`src/rtl/sel_mem_arb.sv`:
```
// sel_mem_arb: round-robin arbiter that loads the winner's bank id into the
// shared sel_mem register, lets it settle for a cycle, then grants the bank
// for a bounded burst. All outputs come straight from flops.
module sel_mem_arb #(
  parameter int NUM_REQ   = 3,
  parameter int MAX_BURST = 16
) (
  input  logic                   clk,
  input  logic                   rst_n,
  input  logic [NUM_REQ-1:0]     req,
  input  logic [4*NUM_REQ-1:0]   bank_id,
  output logic [NUM_REQ-1:0]     gnt,
  output logic                   sel_en,
  output logic [3:0]             sel_data,
  output logic                   busy
);

  localparam int IW = (NUM_REQ > 1) ? $clog2(NUM_REQ) : 1;
  localparam int CW = $clog2(MAX_BURST + 1);

  typedef enum logic [1:0] {
    S_IDLE,
    S_LOAD,
    S_SETTLE,
    S_ACTIVE
  } state_t;

  state_t               r_state;
  state_t               w_next;
  logic [IW-1:0]        r_ptr;
  logic [IW-1:0]        r_win;
  logic [CW-1:0]        r_cnt;
  logic [NUM_REQ-1:0]   r_gnt;
  logic                 r_sel_en;
  logic [3:0]           r_sel_data;
  logic                 r_busy;

  logic                 w_found;
  logic [IW-1:0]        w_pick;
  logic [IW-1:0]        w_idx;
  logic [3:0]           w_bank;
  logic                 w_win_req;
  logic                 w_last;
  logic                 w_to_idle;
  logic [IW-1:0]        w_ptr_next;
  logic [NUM_REQ-1:0]   w_win_onehot;

  // Round-robin scan: walk offsets from the highest down so the requester
  // closest to r_ptr is the last one written and therefore wins.
  always_comb begin
    // NOTE: every signal gets a default before any branch so no latch is inferred.
    w_found = 1'b0;
    w_pick  = '0;
    w_idx   = '0;
    w_bank  = '0;
    for (int k = NUM_REQ - 1; k >= 0; k--) begin
      int s;
      s = int'(r_ptr) + k;
      if (s >= NUM_REQ) s = s - NUM_REQ;
      w_idx = IW'(s);
      if (req[w_idx]) begin
        w_found = 1'b1;
        w_pick  = w_idx;
        w_bank  = bank_id[{w_idx, 2'b00} +: 4];
      end
    end
  end

  assign w_win_req    = req[r_win];
  assign w_last       = (r_cnt == CW'(MAX_BURST - 1));
  assign w_ptr_next   = (r_win == IW'(NUM_REQ - 1)) ? '0 : r_win + IW'(1);
  assign w_win_onehot = {{(NUM_REQ-1){1'b0}}, 1'b1} << r_win;
  assign w_to_idle    = (r_state != S_IDLE) && (w_next == S_IDLE);

  // Next-state logic: dropping the winner's request aborts from any busy state.
  always_comb begin
    w_next = r_state;
    unique case (r_state)
      S_IDLE:   if (w_found) w_next = S_LOAD;
      S_LOAD:   w_next = w_win_req ? S_SETTLE : S_IDLE;
      S_SETTLE: w_next = w_win_req ? S_ACTIVE : S_IDLE;
      S_ACTIVE: if (!w_win_req || w_last) w_next = S_IDLE;
      default:  w_next = S_IDLE;
    endcase
  end

  // State register.
  always_ff @(posedge clk or negedge rst_n) begin
    // NOTE: sequential state uses non-blocking assignments so every flop samples pre-edge values.
    if (!rst_n) r_state <= S_IDLE;
    else        r_state <= w_next;
  end

  // Arbitration capture, pointer/counter upkeep, and registered outputs
  // decoded from the state being entered.
  always_ff @(posedge clk or negedge rst_n) begin
    if (!rst_n) begin
      r_ptr      <= '0;
      r_win      <= '0;
      r_cnt      <= '0;
      r_gnt      <= '0;
      r_sel_en   <= 1'b0;
      r_sel_data <= '0;
      r_busy     <= 1'b0;
    end else begin
      if (r_state == S_IDLE && w_found) begin
        r_win      <= w_pick;
        r_sel_data <= w_bank;
      end
      if (w_to_idle) begin
        r_ptr <= w_ptr_next;
        r_cnt <= '0;
      end else if (r_state == S_ACTIVE) begin
        r_cnt <= r_cnt + CW'(1);
      end
      r_sel_en <= (w_next == S_LOAD);
      r_busy   <= (w_next != S_IDLE);
      r_gnt    <= (w_next == S_ACTIVE) ? w_win_onehot : '0;
    end
  end

  assign gnt      = r_gnt;
  assign sel_en   = r_sel_en;
  assign sel_data = r_sel_data;
  assign busy     = r_busy;

endmodule
```
`config.mk`:
```
export PLATFORM = sky130hd
export DESIGN_NAME = sel_mem_arb
export DESIGN_NICKNAME = d
export VERILOG_FILES = /design/src/rtl/sel_mem_arb.sv
export SDC_FILE = /design/constraint.sdc
export NUM_CORES = 1
export LEC_CHECK = 0
export BUFFER_PORTS_ARGS = -buffer_cell sky130_fd_sc_hd__buf_2
export CORE_UTILIZATION = 35
export DETAILED_ROUTE_END_ITERATION = 7
export SLEW_MARGIN = 0
export SYNTH_ARGS = -nofsm -noshare
export SYNTH_HDL_FRONTEND = slang
export SYNTH_SLANG_ARGS = --single-unit
```
`constraint.sdc`:
```
create_clock -name clk -period 4.5 [get_ports clk]
set_input_delay 0.225 -clock clk [delete_from_list [all_inputs] [get_ports clk]]
set_output_delay 0.225 -clock clk [all_outputs]
set_load 0.03 [all_outputs]
```
==> results.sh, run 1 <==
export IMPL_cts_htree_levels=1
export IMPL_status="finished clean"
export IMPL_worstPathMaxFanout=21
export IMPL_crit_required_ns=4.65
export IMPL_layout_common_cells="25 x buf_2, 20 x dfrtp_1, 14 x nand2_1"
export IMPL_cts_buffers=3
export IMPL_n_antenna_cell=0
export IMPL_grt_max_degree=22
export IMPL_core_area_sq_mm=0.00372
export IMPL_vias_per_cell=5.40
export IMPL_p_clk_share_pct=12.8
export IMPL_synth_nets=165
export IMPL_synth_edff_count=0
export IMPL_critPathCaptureType="flip-flop"
export IMPL_synth_xor_xnor_area_share_pct=1.27
export IMPL_synthTopCellsByArea="dfrtp_1 36%, mux2i_1 8.7%, o2bb2ai_1 5.1%, mux2_2 4.9%, nand2_1 3.8%"
export IMPL_cts_tree="done"
export IMPL_synth_flop_cell="dfrtp_1"
export IMPL_rows=22
export IMPL_dp_hpwl_um=2220
export IMPL_hold_viol=0
export IMPL_rr_endpoint="sel_data[1]$_DFFE_PN0P_"
export IMPL_drive_above_1_share_pct=25.7
export IMPL_holdPathStages=3
export IMPL_yosys_warnings=0
export IMPL_worstHoldEndpoint="r_win[0]$_DFFE_PN0P_"
export IMPL_finalCriticalPeriod_ns=2.50
export IMPL_portBuffers=25
export IMPL_postCtsSetupBuffers=0
export IMPL_drt_iter0_markers=72
export IMPL_worst_r2r_path_depth=7
export IMPL_tightest_slew_ns=0.830
export IMPL_ff_latch_area_sq_um=500
export IMPL_final_common_cell="buf_2"
export IMPL_synth_compound_area_share_pct=21.2
export IMPL_dr_pass1_iters=4
export IMPL_max_slew_margin_pct=44.7
export IMPL_fin_nets=189
export IMPL_synthSimpleGateAreaFrac_pct=16.3
export IMPL_cts_root_buf="clkbuf_8"
export IMPL_swShare_pct=45.5
export IMPL_initial_utilization_pct=37.2
export IMPL_grt_usage_pct=15.3
export IMPL_fmax_mhz=400
export IMPL_synth_top_area_share_pct=36.2
export IMPL_grt_pass1_vias=1064
export IMPL_synthAdderAreaFrac_pct=5.16
export IMPL_clk_path_buf_depth=2
export IMPL_synth_mux_area_share_pct=14.4
export IMPL_synth_avg_cell_area_sq_um=9.60
export IMPL_powerDensity_mw_per_mm2=654
export IMPL_power_switching_uw=474
export IMPL_syn_area_sq_mm=0.00138
export IMPL_reg2reg_from="r_ptr[1]$_DFFE_PN0P_"
export IMPL_period_share_pct=55.6
export IMPL_p_int_uw=566
export IMPL_synth_seq_cells=20
export IMPL_clk_pin_slew_worst_paths_ns=0.07
export IMPL_path_class="reg -> reg"
export IMPL_grt_pass1_wl_um=5010
export IMPL_ys_types=46
export IMPL_wl_per_cell_um=13.5
export IMPL_async_reset_ff_share_pct=100
export IMPL_grt_ovfl_total=0
export IMPL_via_count=1161
export IMPL_postLayoutCoreUtil_pct=42.8
export IMPL_cp_arrival_ns=2.66
export IMPL_combPwrFrac_pct=60.3
export IMPL_drtAntennaViolNets=0
export IMPL_clk_latency_ns=0.25
export IMPL_seq_area_frac_synth_pct=36.2
export IMPL_setup_violations=0
export IMPL_pin_count=26
export IMPL_synth_top_family_by_area="compound AO/OA/AOI/OAI gates"
export IMPL_drt_total_wl_um=2910
export IMPL_multi_input_area_sq_um=806
export IMPL_slew_viol_final=0
export IMPL_rsz0062_at_grt="false"
export IMPL_syn_to_final_growth_pct=15.0
export IMPL_die_h_um=64.9
export IMPL_leakagePower_uw=0.000722
export IMPL_netlist_top_cell_by_area="dfrtp_1"
export IMPL_drc=0
export IMPL_peakVddDrop_mv=0.182
export IMPL_nFillCells=387
export IMPL_cts_sinks=20
export IMPL_critPathLaunchType="flip-flop"
export IMPL_fin_skew_ns=0.00437
export IMPL_hp_start="req[1]"
export IMPL_min_path_type="in -> reg"
export IMPL_cap_violations=0
export IMPL_finalSetupTns_ns=0
export IMPL_netlist_instances=144
export IMPL_gp_congestion=0.803
export IMPL_rrSetupSlack_ns=2.00
export IMPL_die_x_um=64.9
export IMPL_die_area_sq_mm=0.00421
export IMPL_antenna_found_initial=0
export IMPL_power_frac_seq_pct=26.9
final cells by class:
class / count / area share, %
inverters: 9 / 2.12
flip-flops and latches: 20 / 31.5
repair buffers: 26 / 8.50
clock buffers: 4 / 3.46
multi-input cells: 108 / 50.7
well taps: 48 / 3.78
stage by stage:
step           power [uW]  std cells  setup slack, ns  hold WS [ns]  instance area, sq um
5_1_grt              1130        215             1.79         0.347                  1590
6_report             1040        215             2.00         0.353                  1590
2_1_floorplan         797        144             2.65       -0.0706                  1380
4_1_cts              1040        215             1.99         0.337                  1590
3_5_place_dp          907        210             1.99         0.193                  1530
3_3_place_gp          901        210             2.10         0.184                  1530
per-layer routing:
metal / vias up / routed length (um) / GRT usage [%]
li1: 581 / - / -
met1: 539 / 1470 / 22.8
met2: 39 / 1260 / 21.6
met3: 2 / 144 / 1.58
met4: 0 / 40 / 7.50
met5: - / 0 / 0
logic make-up (layout without fill, tap and decap cells):
family	after synthesis	count (layout)
compound gates	37	37
xor+xnor	2	2
fa+ha+maj	6	6
buf+inv	16	39
flops	20	20
mux	19	19
simple gates	44	44
worst max path at each step:
stage                     cells after the start  slack (ns)            startpoint                 endpoint
after detailed placement                      7        1.99  r_ptr[1]$_DFFE_PN0P_  sel_data[3]$_DFFE_PN0P_
final                                         7        2.00  r_ptr[1]$_DFFE_PN0P_  sel_data[1]$_DFFE_PN0P_
after global placement                        7        2.10  r_ptr[1]$_DFFE_PN0P_  sel_data[1]$_DFFE_PN0P_
after floorplan                               6        2.65  r_ptr[0]$_DFFE_PN0P_  sel_data[2]$_DFFE_PN0P_
after CTS                                     7        1.99  r_ptr[1]$_DFFE_PN0P_  sel_data[1]$_DFFE_PN0P_
after global routing                          7        1.79  r_ptr[1]$_DFFE_PN0P_  sel_data[1]$_DFFE_PN0P_
Yosys cell counts, types with 3 or more instances:
master / n
nand3_1: 4
ha_1: 4
nor2b_1: 3
mux2_2: 6
a221oi_1: 4
a21oi_1: 6
nand2_1: 14
and3_1: 5
buf_2: 4
mux2i_1: 12
o2bb2ai_1: 8
nor2_1: 7
inv_1: 8
dfrtp_1: 20
o31ai_1: 3
worst max-delay path: stages (launching register included):
cell and delay [ns]:
dfrtp_1 0.39, inv_1 0.07, ha_1 0.69, mux2_2 0.43, o31ai_2 0.30, nand3_1 0.11
and3_1 0.17, o31ai_1 0.23
power by group through the flow:
stage               registers [uW]  logic, uW  clock network [uW]
floorplan                      335        461                   0
global placement               282        619                   0
detailed placement             283        623                   0
CTS                            281        624                 136
global route                   288        695                 143
finish                         280        627                 133
flip-flops by register name, indices dropped and copies added (netlist names):
register	count
r_cnt	5
sel_data	4
gnt	3
r_ptr	2
r_state	2
r_win	2
busy	1
sel_en	1
repair_timing:
item | CTS | global route
endpoints found under the hold margin | 20 | 0
hold buffers | 1 | 0
gates resized for setup | 0 | 0
No activity file was read; power rests on OpenSTA's default activity.
==> inputs of run 2 (changes only) <==
Clock period 4.5 ns to 2.3 ns, I/O delays scaled along.
==> results.sh, run 2 (synthesized netlist as in run 1, its figures left out) <==
export IMPL_gp_congestion=0.846
export IMPL_path_class="reg -> reg"
export IMPL_crit_required_ns=2.46
export IMPL_rsz0062_at_grt="false"
export IMPL_top_usage_layer="met2"
export IMPL_dp_hpwl_um=2420
export IMPL_vias_per_cell=5.26
export IMPL_largest_reg_flops=5
export IMPL_min_path_type="in -> reg"
export IMPL_period_share_pct=93.0
export IMPL_fmax_mhz=467
export IMPL_drt_total_wl_um=3040
export IMPL_critPathLaunchType="flip-flop"
export IMPL_drt_iter0_markers=42
export IMPL_layout_common_cells="25 x buf_2, 20 x dfrtp_1, 14 x nand2_1"
export IMPL_die_x_um=64.9
export IMPL_clk_pin_slew_worst_paths_ns=0.07
export IMPL_tightest_slew_ns=0.423
export IMPL_place_area_sq_mm=0.00156
export IMPL_setup_ws_ns=0.160
export IMPL_cts_sinks=20
export IMPL_hp_start="req[1]"
export IMPL_grt_ovfl_total=0
export IMPL_regMostFlops="r_cnt"
export IMPL_final_common_cell="buf_2"
export IMPL_grt_pass1_vias=1135
export IMPL_final_cell_area_sq_mm=0.00163
export IMPL_worst_r2r_path_depth=8
export IMPL_drc=0
export IMPL_use_met3_pct=2.29
export IMPL_portBuffers=25
export IMPL_die_h_um=64.9
export IMPL_worstPathMaxFanout=13
export IMPL_cts_buffers=3
export IMPL_grt_max_degree=21
export IMPL_setup_violations=0
export IMPL_via_count=1158
export IMPL_cts_root_buf="clkbuf_8"
export IMPL_cts_tree="done"
export IMPL_fin_skew_ns=0.00262
export IMPL_grt_pass1_wl_um=5150
export IMPL_critPathCaptureType="flip-flop"
export IMPL_leakagePower_uw=0.000746
export IMPL_grt_usage_pct=15.8
export IMPL_finalSetupTns_ns=0
export IMPL_drtAntennaViolNets=0
export IMPL_peakVddDrop_mv=0.478
export IMPL_finalCriticalPeriod_ns=2.14
export IMPL_reg2reg_from="r_ptr[0]$_DFFE_PN0P_"
export IMPL_initial_utilization_pct=37.2
export IMPL_core_area_sq_mm=0.00372
export IMPL_postCtsSetupBuffers=0
export IMPL_die_area_sq_mm=0.00421
export IMPL_max_slew_margin_pct=71.8
export IMPL_n_antenna_cell=0
export IMPL_hold_viol=0
export IMPL_dr_pass1_iters=4
export IMPL_rr_endpoint="sel_data[0]$_DFFE_PN0P_"
export IMPL_clk_path_buf_depth=2
export IMPL_pin_count=26
export IMPL_grt_use_met1_pct=21.4
export IMPL_rrSetupSlack_ns=0.16
export IMPL_drive_above_1_share_pct=29.1
export IMPL_wl_per_cell_um=13.8
export IMPL_syn_to_final_growth_pct=18.2
export IMPL_clk_latency_ns=0.25
export IMPL_powerDensity_mw_per_mm2=1290
export IMPL_cap_violations=0
export IMPL_status="finished clean"
export IMPL_antenna_found_initial=0
export IMPL_fin_nets=194
export IMPL_holdPathStages=3
export IMPL_nFillCells=373
export IMPL_worstHoldEndpoint="r_win[0]$_DFFE_PN0P_"
export IMPL_cp_arrival_ns=2.30
export IMPL_preCtsSetupSlack_ns=0.151
export IMPL_cts_htree_levels=1
export IMPL_rows=22
export IMPL_grt_use_met2_pct=25.4
export IMPL_slew_viol_final=0
## run 2: cell count changes in the layout (fill, tap and decap cells not counted), sizes merged
cell,delta
buf,+5
## run 2: area by class of cell
cell class	count	area, sq um	share of cell area, %
multi-input combinational	108	812	49.7
sequential	20	500	30.6
timing repair buffer	31	173	10.6
tap	48	60.1	3.68
clock buffer	4	55.1	3.37
inverter	9	33.8	2.07
## run 2: power by group
group | internal, uW | total, uW | leakage [uW] | switching, uW
Clock | 152 | 257 | 0.0000288 | 106
Combinational | 550 | 1300 | 0.000457 | 755
Sequential | 464 | 549 | 0.000260 | 84.7
Total | 1170 | 2110 | 0.000746 | 945
## run 2: worst max-delay path by stage
stage,slack (ns),depth (start not counted),startpoint,endpoint
3_5_place_dp,0.15,7,r_ptr[0]$_DFFE_PN0P_,sel_data[2]$_DFFE_PN0P_
2_1_floorplan,0.45,6,r_ptr[0]$_DFFE_PN0P_,sel_data[2]$_DFFE_PN0P_
4_1_cts,0.14,7,r_ptr[0]$_DFFE_PN0P_,sel_data[2]$_DFFE_PN0P_
6_report,0.16,8,r_ptr[0]$_DFFE_PN0P_,sel_data[0]$_DFFE_PN0P_
5_1_grt,0.007,8,r_ptr[0]$_DFFE_PN0P_,sel_data[0]$_DFFE_PN0P_
3_3_place_gp,0.1,7,r_ptr[0]$_DFFE_PN0P_,sel_data[0]$_DFFE_PN0P_
## run 2: metal layers
layer | vias to the layer above | share of wire (%)
met3 | 2 | 2.8
met1 | 540 | 51
met2 | 21 | 45
met5 | - | 0
met4 | 0 | 1.1
li1 | 595 | -
## run 2: stage by stage
step	util [%]	hold WS, ns	cells	total power [uW]
after floorplan	-	-0.181	144	1560
after global placement	42.1	0.0749	215	1840
after detailed placement	42.1	0.0794	215	1850
after CTS	43.8	0.240	220	2110
after global routing	44.0	0.257	220	2280
final	44.0	0.251	220	2110
## run 2: critical path, cell delays in order (launching register included)
cell	delay, ns
dfrtp_1	0.37
inv_1	0.06
ha_1	0.41
buf_4	0.24
nor2b_1	0.32
o2bb2ai_1	0.18
nand2_1	0.08
and3_1	0.17
o31ai_1	0.22
## run 2: what timing repair did
item / 4_1_cts / 5_1_grt
hold endpoints to repair: 20 / 0
hold buffers: 1 / 0
gates resized for setup: 0 / 2
endpoints found under the setup margin: 0 / 4
==> inputs of run 3 (changes only) <==
Settings changed: SETUP_SLACK_MARGIN from default to 0.5, SKIP_CTS_REPAIR_TIMING from default to 1.
Clock period 2.3 ns to 2.75 ns, I/O delays scaled along.
==> results.sh, run 3 (synthesized netlist as in run 1, its figures left out) <==
export IMPL_status="finished clean"
export IMPL_power_frac_seq_pct=26.3
export IMPL_finalSetupTns_ns=0
export IMPL_critPathLaunchType="flip-flop"
export IMPL_cts_tree="done"
export IMPL_fmax_mhz=477
export IMPL_critPathCaptureType="flip-flop"
export IMPL_cp_arrival_ns=2.25
export IMPL_cts_buffers=3
export IMPL_dr_pass1_iters=4
export IMPL_tightest_slew_ns=0.569
export IMPL_hold_viol=0
export IMPL_swShare_pct=45.2
export IMPL_grt_max_degree=21
export IMPL_clk_path_buf_depth=2
export IMPL_fin_nets=191
export IMPL_rsz0062_at_grt="false"
export IMPL_drc=0
export IMPL_portBuffers=25
export IMPL_period_share_pct=76.3
export IMPL_vias_per_cell=5.31
export IMPL_peakVddDrop_mv=0.326
export IMPL_grt_ovfl_total=0
export IMPL_power_switching_uw=799
export IMPL_n_antenna_cell=0
export IMPL_pin_count=26
export IMPL_grt_pass1_wl_um=5130
export IMPL_finalNonFillerCells=216
export IMPL_clk_pin_slew_worst_paths_ns=0.07
export IMPL_dp_cells=212
export IMPL_p_int_uw=968
export IMPL_cts_sinks=20
export IMPL_slew_viol_final=0
export IMPL_cap_violations=0
export IMPL_worstPathMaxFanout=16
export IMPL_cts_htree_levels=1
export IMPL_drt_total_wl_um=2930
export IMPL_drt_iter0_markers=70
export IMPL_fin_skew_ns=0.00614
export IMPL_grt_usage_pct=15.6
export IMPL_die_area_sq_mm=0.00421
export IMPL_total_power_uw=1770
export IMPL_path_class="reg -> reg"
export IMPL_core_area_sq_mm=0.00372
export IMPL_clk_latency_ns=0.25
export IMPL_preCtsSetupSlack_ns=0.379
export IMPL_finalCriticalPeriod_ns=2.10
export IMPL_antenna_found_initial=0
export IMPL_max_slew_margin_pct=62.1
export IMPL_regMostFlops="r_cnt"
export IMPL_syn_to_final_growth_pct=18.0
export IMPL_via_count=1147
export IMPL_combPwrFrac_pct=63.5
export IMPL_postLayoutCoreUtil_pct=43.9
export IMPL_crit_required_ns=2.90
export IMPL_dp_hpwl_um=2240
export IMPL_largest_reg_flops=5
export IMPL_layout_common_cells="25 x buf_2, 20 x dfrtp_1, 14 x nand2_1"
export IMPL_wl_per_cell_um=13.6
export IMPL_die_h_um=64.9
export IMPL_setup_violations=0
export IMPL_die_x_um=64.9
export IMPL_grt_pass1_vias=1114
export IMPL_initial_utilization_pct=37.2
export IMPL_leakagePower_uw=0.000728
export IMPL_drtAntennaViolNets=0
export IMPL_gp_congestion=0.811
export IMPL_rows=22
export IMPL_setup_ws_ns=0.652
export IMPL_final_common_cell="buf_2"
export IMPL_drive_above_1_share_pct=30.4
export IMPL_powerDensity_mw_per_mm2=1080
export IMPL_p_clk_share_pct=10.2
export IMPL_min_path_type="in -> reg"
export IMPL_cts_root_buf="clkbuf_8"
==> run 3: cell types whose count changed in the layout (fill, tap and decap cells not counted) <==
cell	previous run	this run
nor2b_1	3	1
a21oi_1	5	6
a221o_2	0	1
clkbuf_8	4	3
nor2b_2	0	2
a21oi_2	1	0
ha_4	0	2
ha_1	4	2
buf_4	5	2
a221oi_1	4	3
a221o_1	1	0
a221oi_2	0	1
==> run 3: critical path: stages, from the launching register on <==
cell	delay, ns
dfrtp_1	0.41
inv_1	0.12
ha_4	0.27
buf_4	0.20
or4bb_1	0.42
o211ai_2	0.12
nand3_1	0.08
and3_1	0.17
o31ai_1	0.21
==> run 3: worst paths after layout <==
check,startpoint,endpoint,slack [ns],depth (start not counted)
max,r_ptr[1]$_DFFE_PN0P_,sel_data[1]$_DFFE_PN0P_,0.65,8
min,req[1],r_win[0]$_DFFE_PN0P_,0.24,3
max reg2reg,r_ptr[1]$_DFFE_PN0P_,sel_data[1]$_DFFE_PN0P_,0.65,8
min reg2reg,sel_data[1]$_DFFE_PN0P_,sel_data[1]$_DFFE_PN0P_,0.48,2
max in group asynchronous,rst_n,gnt[0]$_DFF_PN0_,2.08,2
min in group asynchronous,rst_n,r_cnt[0]$_DFFE_PN0P_,0.36,2
==> run 3: through the flow <==
stage | hold slack, ns | area (sq um)
detailed placement | 0.109 | 1540
finish | 0.243 | 1630
CTS | -0.164 | 1580
floorplan | -0.158 | 1380
global route | 0.257 | 1630
global placement | 0.101 | 1540
==> run 3: final cells by class <==
cell class | count | area (sq um)
clock buffer | 3 | 41.3
inverter | 9 | 33.8
tap | 48 | 60.1
fill | 358 | 2080
sequential | 20 | 500
multi-input combinational | 108 | 846
timing repair buffer | 28 | 150
==> run 3: power groups by stage <==
stage	clock network, uW	registers [uW]	logic (uW)
global placement	0	459	1050
floorplan	0	548	755
detailed placement	0	461	1060
finish	180	464	1120
global route	197	479	1240
CTS	186	458	1060
==> run 3: layer usage <==
layer	share of wire (%)	global-route usage (%)	vias up	wire (um)
met5	0	0	-	0
met1	50	22.8	530	1460
met3	5.3	1.76	2	156
li1	-	-	584	-
met2	44	23.8	31	1280
met4	0.95	5.00	0	28
